## config.mk

```make
export PLATFORM = sky130hd
export DESIGN_NAME = stmask_splitter_flat
export DESIGN_NICKNAME = d
export VERILOG_FILES = /design/src/rtl/stmask_splitter_pkg.sv /design/src/rtl/stmask_splitter_if.sv /design/src/rtl/stmask_splitter_gen.sv /design/src/rtl/stmask_splitter.sv /design/src/flat_wrapper.sv
export SDC_FILE = /design/constraint.sdc
export NUM_CORES = 1
export LEC_CHECK = 0
export CAP_MARGIN = 10
export CORE_MARGIN = 3
export CORE_UTILIZATION = 45
export DETAILED_ROUTE_END_ITERATION = 7
export PLACE_DENSITY = 0.7
export SLEW_MARGIN = 30
export SYNTH_ARGS = -nofsm -noshare
export SYNTH_HDL_FRONTEND = slang
export SYNTH_SLANG_ARGS = --single-unit
```

## constraint.sdc

```tcl
create_clock -name clk -period 8.2 [get_ports clk]
set_input_delay 2.46 -clock clk [delete_from_list [all_inputs] [get_ports clk]]
set_output_delay 2.46 -clock clk [all_outputs]
set_load 0.01 [all_outputs]
```

## src/rtl/stmask_splitter_pkg.sv

```systemverilog
// Shared types and constants for the LSU store-beat splitter.
package stmask_splitter_pkg;

  typedef enum logic [1:0] {
    IDLE,
    FIRST,
    SECOND
  } state_e;

  localparam logic [2:0] SIZE_B = 3'd0;
  localparam logic [2:0] SIZE_H = 3'd1;
  localparam logic [2:0] SIZE_W = 3'd2;
  localparam logic [2:0] SIZE_D = 3'd3;

  function automatic int unsigned size_bytes(input logic [2:0] size);
    return 32'd1 << size;
  endfunction

endpackage

```

## src/rtl/stmask_splitter_if.sv

```systemverilog
// Request/beat handshake bundle for the store splitter.
interface stmask_splitter_if #(
  parameter int unsigned WORDLEN = 64,
  parameter int unsigned ADRLEN  = 32,
  parameter int unsigned CNTW    = 16
);
  logic                   ReqValid;
  logic                   ReqReady;
  logic [2:0]             ReqSize;
  logic [ADRLEN-1:0]      ReqAdr;
  logic [WORDLEN-1:0]     ReqData;
  logic                   BeatValid;
  logic                   BeatReady;
  logic [ADRLEN-1:0]      BeatAdr;
  logic [WORDLEN/8-1:0]   BeatByteMask;
  logic [WORDLEN-1:0]     BeatData;
  logic                   BeatLast;
  logic                   BeatErr;
  logic [CNTW-1:0]        SplitCount;

  modport master (
    output ReqValid, ReqSize, ReqAdr, ReqData, BeatReady,
    input  ReqReady, BeatValid, BeatAdr, BeatByteMask, BeatData,
           BeatLast, BeatErr, SplitCount
  );

  modport slave (
    input  ReqValid, ReqSize, ReqAdr, ReqData, BeatReady,
    output ReqReady, BeatValid, BeatAdr, BeatByteMask, BeatData,
           BeatLast, BeatErr, SplitCount
  );
endinterface

```

## src/rtl/stmask_splitter_gen.sv

```systemverilog
// Double-width byte mask and lane-shifted data for one store request.
module stmask_gen
  import stmask_splitter_pkg::*;
#(
  parameter int unsigned WORDLEN = 64
) (
  input  logic [2:0]                   size_i,
  input  logic [$clog2(WORDLEN/8)-1:0] ofs_i,
  input  logic [WORDLEN-1:0]           data_i,
  output logic [2*(WORDLEN/8)-1:0]     mask2_o,
  output logic [2*WORDLEN-1:0]         data2_o,
  output logic                         split_o,
  output logic                         illegal_o
);
  localparam int unsigned WB   = WORDLEN / 8;
  localparam int unsigned OFSW = $clog2(WB);

  logic [WB-1:0]      keep_mask;
  logic [WORDLEN-1:0] keep_data;

  always_comb begin
    keep_mask = '0;
    keep_data = '0;
    for (int unsigned i = 0; i < WB; i++) begin
      keep_mask[i]       = (i < size_bytes(size_i));
      keep_data[8*i +: 8] = {8{keep_mask[i]}};
    end
    illegal_o = (32'(size_i) > OFSW);
    if (illegal_o) begin
      mask2_o = '0;
      data2_o = '0;
    end else begin
      mask2_o = {{WB{1'b0}}, keep_mask} << ofs_i;
      data2_o = {{WORDLEN{1'b0}}, data_i & keep_data} << {ofs_i, 3'b000};
    end
    split_o = |mask2_o[2*WB-1:WB];
  end

endmodule

```

## src/rtl/stmask_splitter.sv

```systemverilog
// Store-path beat generator: turns one store request into one or two
// word-aligned write beats with byte mask, and counts split stores.
module stmask_splitter
  import stmask_splitter_pkg::*;
#(
  parameter int unsigned WORDLEN = 64,
  parameter int unsigned ADRLEN  = 32,
  parameter int unsigned CNTW    = 16
) (
  input logic               clk,
  input logic               reset,
  stmask_splitter_if.slave  bus
);
  localparam int unsigned WB   = WORDLEN / 8;
  localparam int unsigned OFSW = $clog2(WB);

  typedef struct packed {
    logic [ADRLEN-1:0]  adr;
    logic [WB-1:0]      mask;
    logic [WORDLEN-1:0] data;
    logic               last;
    logic               err;
  } store_beat_t;

  state_e              state_q, state_d;
  store_beat_t         beat_q, beat_d;
  logic [WB-1:0]       hi_mask_q, hi_mask_d;
  logic [WORDLEN-1:0]  hi_data_q, hi_data_d;
  logic [CNTW-1:0]     cnt_q, cnt_d;

  logic [2*WB-1:0]      mask2;
  logic [2*WORDLEN-1:0] data2;
  logic                 split;
  logic                 illegal;
  logic                 accept;
  logic                 beat_done;

  stmask_gen #(.WORDLEN(WORDLEN)) u_gen (
    .size_i   (bus.ReqSize),
    .ofs_i    (bus.ReqAdr[OFSW-1:0]),
    .data_i   (bus.ReqData),
    .mask2_o  (mask2),
    .data2_o  (data2),
    .split_o  (split),
    .illegal_o(illegal)
  );

  always_ff @(posedge clk or posedge reset) begin
    if (reset) state_q <= IDLE;
    else       state_q <= state_d;
  end

  always_ff @(posedge clk or posedge reset) begin
    if (reset) begin
      beat_q    <= '0;
      hi_mask_q <= '0;
      hi_data_q <= '0;
      cnt_q     <= '0;
    end else begin
      beat_q    <= beat_d;
      hi_mask_q <= hi_mask_d;
      hi_data_q <= hi_data_d;
      cnt_q     <= cnt_d;
    end
  end

  assign accept    = bus.ReqValid & bus.ReqReady;
  assign beat_done = bus.BeatValid & bus.BeatReady;

  // A new request always wins the beat register, even when it coincides
  // with acceptance of the current last beat.
  always_comb begin
    state_d   = state_q;
    beat_d    = beat_q;
    hi_mask_d = hi_mask_q;
    hi_data_d = hi_data_q;
    cnt_d     = cnt_q;
    if (accept) begin
      state_d     = FIRST;
      beat_d.adr  = {bus.ReqAdr[ADRLEN-1:OFSW], {OFSW{1'b0}}};
      beat_d.mask = mask2[WB-1:0];
      beat_d.data = data2[WORDLEN-1:0];
      beat_d.last = ~split;
      beat_d.err  = illegal;
      hi_mask_d   = mask2[2*WB-1:WB];
      hi_data_d   = data2[2*WORDLEN-1:WORDLEN];
      if (split && (cnt_q != '1)) cnt_d = cnt_q + CNTW'(1);
    end else if (beat_done) begin
      if ((state_q == FIRST) && !beat_q.last) begin
        state_d     = SECOND;
        beat_d.adr  = beat_q.adr + ADRLEN'(WB);
        beat_d.mask = hi_mask_q;
        beat_d.data = hi_data_q;
        beat_d.last = 1'b1;
        beat_d.err  = 1'b0;
      end else begin
        state_d = IDLE;
      end
    end
  end

  always_comb begin
    bus.BeatValid    = (state_q != IDLE);
    bus.ReqReady     = ~reset & ((state_q == IDLE) | (bus.BeatReady & beat_q.last));
    bus.BeatAdr      = beat_q.adr;
    bus.BeatByteMask = beat_q.mask;
    bus.BeatData     = beat_q.data;
    bus.BeatLast     = beat_q.last;
    bus.BeatErr      = beat_q.err;
    bus.SplitCount   = cnt_q;
  end

endmodule

```

## src/flat_wrapper.sv

```systemverilog
// flat-port wrapper written by rule: the top's interface ports become plain ports
module stmask_splitter_flat import stmask_splitter_pkg::*;
#(
  parameter int unsigned WORDLEN = 64,
  parameter int unsigned ADRLEN  = 32,
  parameter int unsigned CNTW    = 16
)
  (clk, reset, bus_ReqValid, bus_ReqSize, bus_ReqAdr, bus_ReqData, bus_BeatReady, bus_ReqReady, bus_BeatValid, bus_BeatAdr, bus_BeatByteMask, bus_BeatData, bus_BeatLast, bus_BeatErr, bus_SplitCount);
  stmask_splitter_if #(.WORDLEN(WORDLEN), .ADRLEN(ADRLEN), .CNTW(CNTW)) bus_i ();
  input logic clk;
  input logic reset;
  input wire logic [$bits(bus_i.ReqValid)-1:0] bus_ReqValid;
  input wire logic [$bits(bus_i.ReqSize)-1:0] bus_ReqSize;
  input wire logic [$bits(bus_i.ReqAdr)-1:0] bus_ReqAdr;
  input wire logic [$bits(bus_i.ReqData)-1:0] bus_ReqData;
  input wire logic [$bits(bus_i.BeatReady)-1:0] bus_BeatReady;
  output wire logic [$bits(bus_i.ReqReady)-1:0] bus_ReqReady;
  output wire logic [$bits(bus_i.BeatValid)-1:0] bus_BeatValid;
  output wire logic [$bits(bus_i.BeatAdr)-1:0] bus_BeatAdr;
  output wire logic [$bits(bus_i.BeatByteMask)-1:0] bus_BeatByteMask;
  output wire logic [$bits(bus_i.BeatData)-1:0] bus_BeatData;
  output wire logic [$bits(bus_i.BeatLast)-1:0] bus_BeatLast;
  output wire logic [$bits(bus_i.BeatErr)-1:0] bus_BeatErr;
  output wire logic [$bits(bus_i.SplitCount)-1:0] bus_SplitCount;
  assign bus_i.ReqValid = bus_ReqValid;
  assign bus_i.ReqSize = bus_ReqSize;
  assign bus_i.ReqAdr = bus_ReqAdr;
  assign bus_i.ReqData = bus_ReqData;
  assign bus_i.BeatReady = bus_BeatReady;
  assign bus_ReqReady = bus_i.ReqReady;
  assign bus_BeatValid = bus_i.BeatValid;
  assign bus_BeatAdr = bus_i.BeatAdr;
  assign bus_BeatByteMask = bus_i.BeatByteMask;
  assign bus_BeatData = bus_i.BeatData;
  assign bus_BeatLast = bus_i.BeatLast;
  assign bus_BeatErr = bus_i.BeatErr;
  assign bus_SplitCount = bus_i.SplitCount;
  stmask_splitter #(.WORDLEN(WORDLEN), .ADRLEN(ADRLEN), .CNTW(CNTW)) u_core (.clk(clk), .reset(reset), .bus(bus_i));
endmodule
```

==> impl_metrics.json <==
{
  "htree_levels": 4,
  "tns_ps": 0,
  "period_minus_slack_ps": 6340,
  "ctsHoldBuffers": 0,
  "first_global_vias": 9177,
  "seq_area_frac_synth_pct": 44.7,
  "ys_ff_latch": 184,
  "ant_nets": 0,
  "post-cts-setup-buffers": 0,
  "clkTransAtPathRegs_ps": 70,
  "path_class": "primary input to output pin",
  "flow.area_growth_from_synthesis_pct": 27.9,
  "grt_overflow": 0,
  "grt_pass1_wl_um": 51600,
  "vias": 9789,
  "r2r_setup_slack_ps": 5260,
  "grt_usage_pct": 26.8,
  "start_kind": "primary input",
  "synth_top_area_share_pct": 44.7,
  "clock-sinks": 184,
  "synth_area_um2": 10300,
  "p_leak_nw": 5.55,
  "postCtsResizedCells": 0,
  "route.met3.wl_um": 2780,
  "required_ps": 5740,
  "via_per_inst": 6.13,
  "layout.nets": 1409,
  "synth_ff_type": "dfrtp_1",
  "crit_path_end_kind": "output pin",
  "cts_tree": "yes",
  "num_io_pins": 227,
  "skew_ps": 9.25,
  "slew_viol_final": 0,
  "grt_max_degree": 111,
  "final_common_cell": "clkdlybuf4s50_1",
  "die_h_um": 157,
  "routedWlPerCell_um": 20.9,
  "dieArea_um2": 24700,
  "start_util_pct": 46.5,
  "clk_latency_ps": 440,
  "m1WireLength_um": 14400,
  "postLayoutCellArea_um2": 13200,
  "synth.distinct_cells": 71,
  "fillers": 1963,
  "postSynth.asyncResetShare_pct": 100,
  "max_slew_margin_pct": 34.7,
  "dpl.hpwl_um": 23200,
  "hold_path_class": "flop to flop",
  "final_cell_mix": "221 x clkdlybuf4s50_1, 184 x dfrtp_1, 139 x nand2_1, 132 x nor2_1, 117 x o21ai_0",
  "power.density_nw_per_um2": 235,
  "outcome": "complete, no violations",
  "antenna_found_initial": 1,
  "rsz0062_at_grt": "false",
  "io_buffers": 223,
  "dr.pass1.iters": 7,
  "core_um2": 22200,
  "met2_length_um": 15400,
  "root_buffer": "clkbuf_16",
  "multi_input_area_um2": 5240,
  "setup_viol": 0,
  "netlist_instances": 1147,
  "highest_layer": "met5",
  "dpl_cell_area_um2": 12500,
  "ys_warn_count": 0,
  "diodes": 0,
  "drc_errors": 0,
  "gp_congestion": 0.955,
  "final.period_utilization_pct": 77.4,
  "core.rowCount": 54,
  "critical_path_arrival_ps": 3880,
  "yosysTopAreaCell": "dfrtp_1",
  "drive_above_1_share_pct": 6.99,
  "wirelength_um": 33300,
  "max-cap-violations": 0,
  "cts_buffers": 17,
  "crit_fanout": 5,
  "clock_path_buffers": 2,
  "drtIter0Drc": 1054,
  "synth_area_leaders": "dfrtp_1 45%, o21ai_0 5.7%, nand2_1 5.1%, nor2_1 4.8%, a221o_1 3.2%",
  "register_area_um2": 4600,
  "synth_edf_count": 0,
  "finalHoldViolCount": 0,
  "max_freq_mhz": 158,
  "ir_drop_uv": 152,
  "worst_slew_pin_slew_ps": 977,
  "die_w_um": 157,
  "avgSynthCellArea_um2": 8.98
}
==> final timing paths <==
check                                           from                         end  cells past startpoint
worst min-delay path            u_core.hi_data_q[13]        u_core.hi_data_q[13]                      2
max in group asynchronous                      reset  u_core.bus.BeatByteMask[2]                      3
min in group asynchronous                      reset           u_core.state_q[1]                      2
worst max register to register   u_core.bus.BeatLast        u_core.hi_data_q[11]                      7
worst min register to register  u_core.hi_data_q[13]        u_core.hi_data_q[13]                      2
worst max-delay path                   bus_BeatReady                bus_ReqReady                      4
==> registers in the layout, indices dropped and copies added (netlist names) <==
signal and cells:
u_core.hi_mask_q 7, u_core.bus.BeatData 64, u_core.bus.BeatLast 1, u_core.bus.BeatErr 1
u_core.state_q 2, u_core.hi_data_q 56, u_core.bus.BeatByteMask 8, u_core.bus.SplitCount 16
u_core.bus.BeatAdr 29
==> area by class of cell <==
class	instances	share of cell area, %
repair buffers	233	17.5
clock buffers	17	3.23
flip-flops and latches	184	35.0
well taps	280	2.66
clock inverters	15	1.55
multi-input cells	859	39.8
inverters	9	0.313
==> worst max-delay path, cell delays in order <==
cell and delay, ps:
clkdlybuf4s50_1 520, a2bb2oi_2 350, nor2_1 70, clkdlybuf4s50_1 480
==> kinds of logic (layout without fill, tap and decap cells) <==
kind of cell    Yosys count  count (layout)  synth area share [%]
compound gates          370             370                  24.4
buf+inv                 106             274                  4.79
other cells               1               3                0.0364
mux                      44              44                  4.41
simple gates            419             419                  19.6
flops                   184             184                  44.7
fa+ha+maj                 2               2                 0.243
xor+xnor                 21              21                  1.79
==> routing by layer <==
metal	track usage, %	up-vias
met4	6.98	2
met1	38.3	4744
met3	5.42	56
li1	-	4493
met2	41.8	494
met5	0	-
==> report_power, final <==
part	internal (W)	switching (W)
logic	0.000495	0.000458
registers	0.00109	0.000162
clock network	0.000470	0.000414
==> Yosys cell counts, types with 3 or more instances <==
| master | count |
|---|---|
| o22a_1 | 9 |
| a32o_1 | 9 |
| buf_4 | 5 |
| nor2b_1 | 18 |
| a31oi_1 | 13 |
| xnor2_1 | 3 |
| nor3_4 | 4 |
| a2bb2oi_1 | 8 |
| a22oi_1 | 29 |
| o21a_1 | 11 |
| buf_2 | 48 |
| a22o_1 | 16 |
| nand2_1 | 139 |
| nor4_4 | 4 |
| or3_1 | 4 |
| mux2_2 | 10 |
| nor4_1 | 6 |
| nor2_1 | 133 |
| nand3_1 | 21 |
| o311ai_0 | 3 |
| nor3_1 | 41 |
| nand4_1 | 10 |
| and3_1 | 10 |
| buf_1 | 3 |
| mux2i_1 | 33 |
| o31ai_1 | 4 |
| a21oi_1 | 60 |
| a21o_1 | 10 |
| a32oi_1 | 19 |
| o21ai_1 | 8 |
| inv_1 | 8 |
| o211ai_1 | 5 |
| xor2_1 | 18 |
| o21ai_0 | 117 |
| a221o_1 | 33 |
| clkbuf_1 | 38 |
| dfrtp_1 | 184 |
| or2_2 | 10 |
| nand2b_1 | 4 |
==> per-stage QoR <==
stage | instances | total power [W] | worst slack [ps] | hold WS, ps | util, %
after floorplan | 1149 | 0.00169 | 740 | 433 | -
after global placement | 1565 | 0.00220 | 1870 | 447 | 56.5
after detailed placement | 1565 | 0.00222 | 1860 | 451 | 56.6
after CTS | 1597 | 0.00310 | 1850 | 468 | 59.4
after global routing | 1597 | 0.00324 | 1780 | 492 | 59.4
final | 1597 | 0.00309 | 1860 | 465 | 59.4
Note: power is estimated with default switching activity, not from simulation.
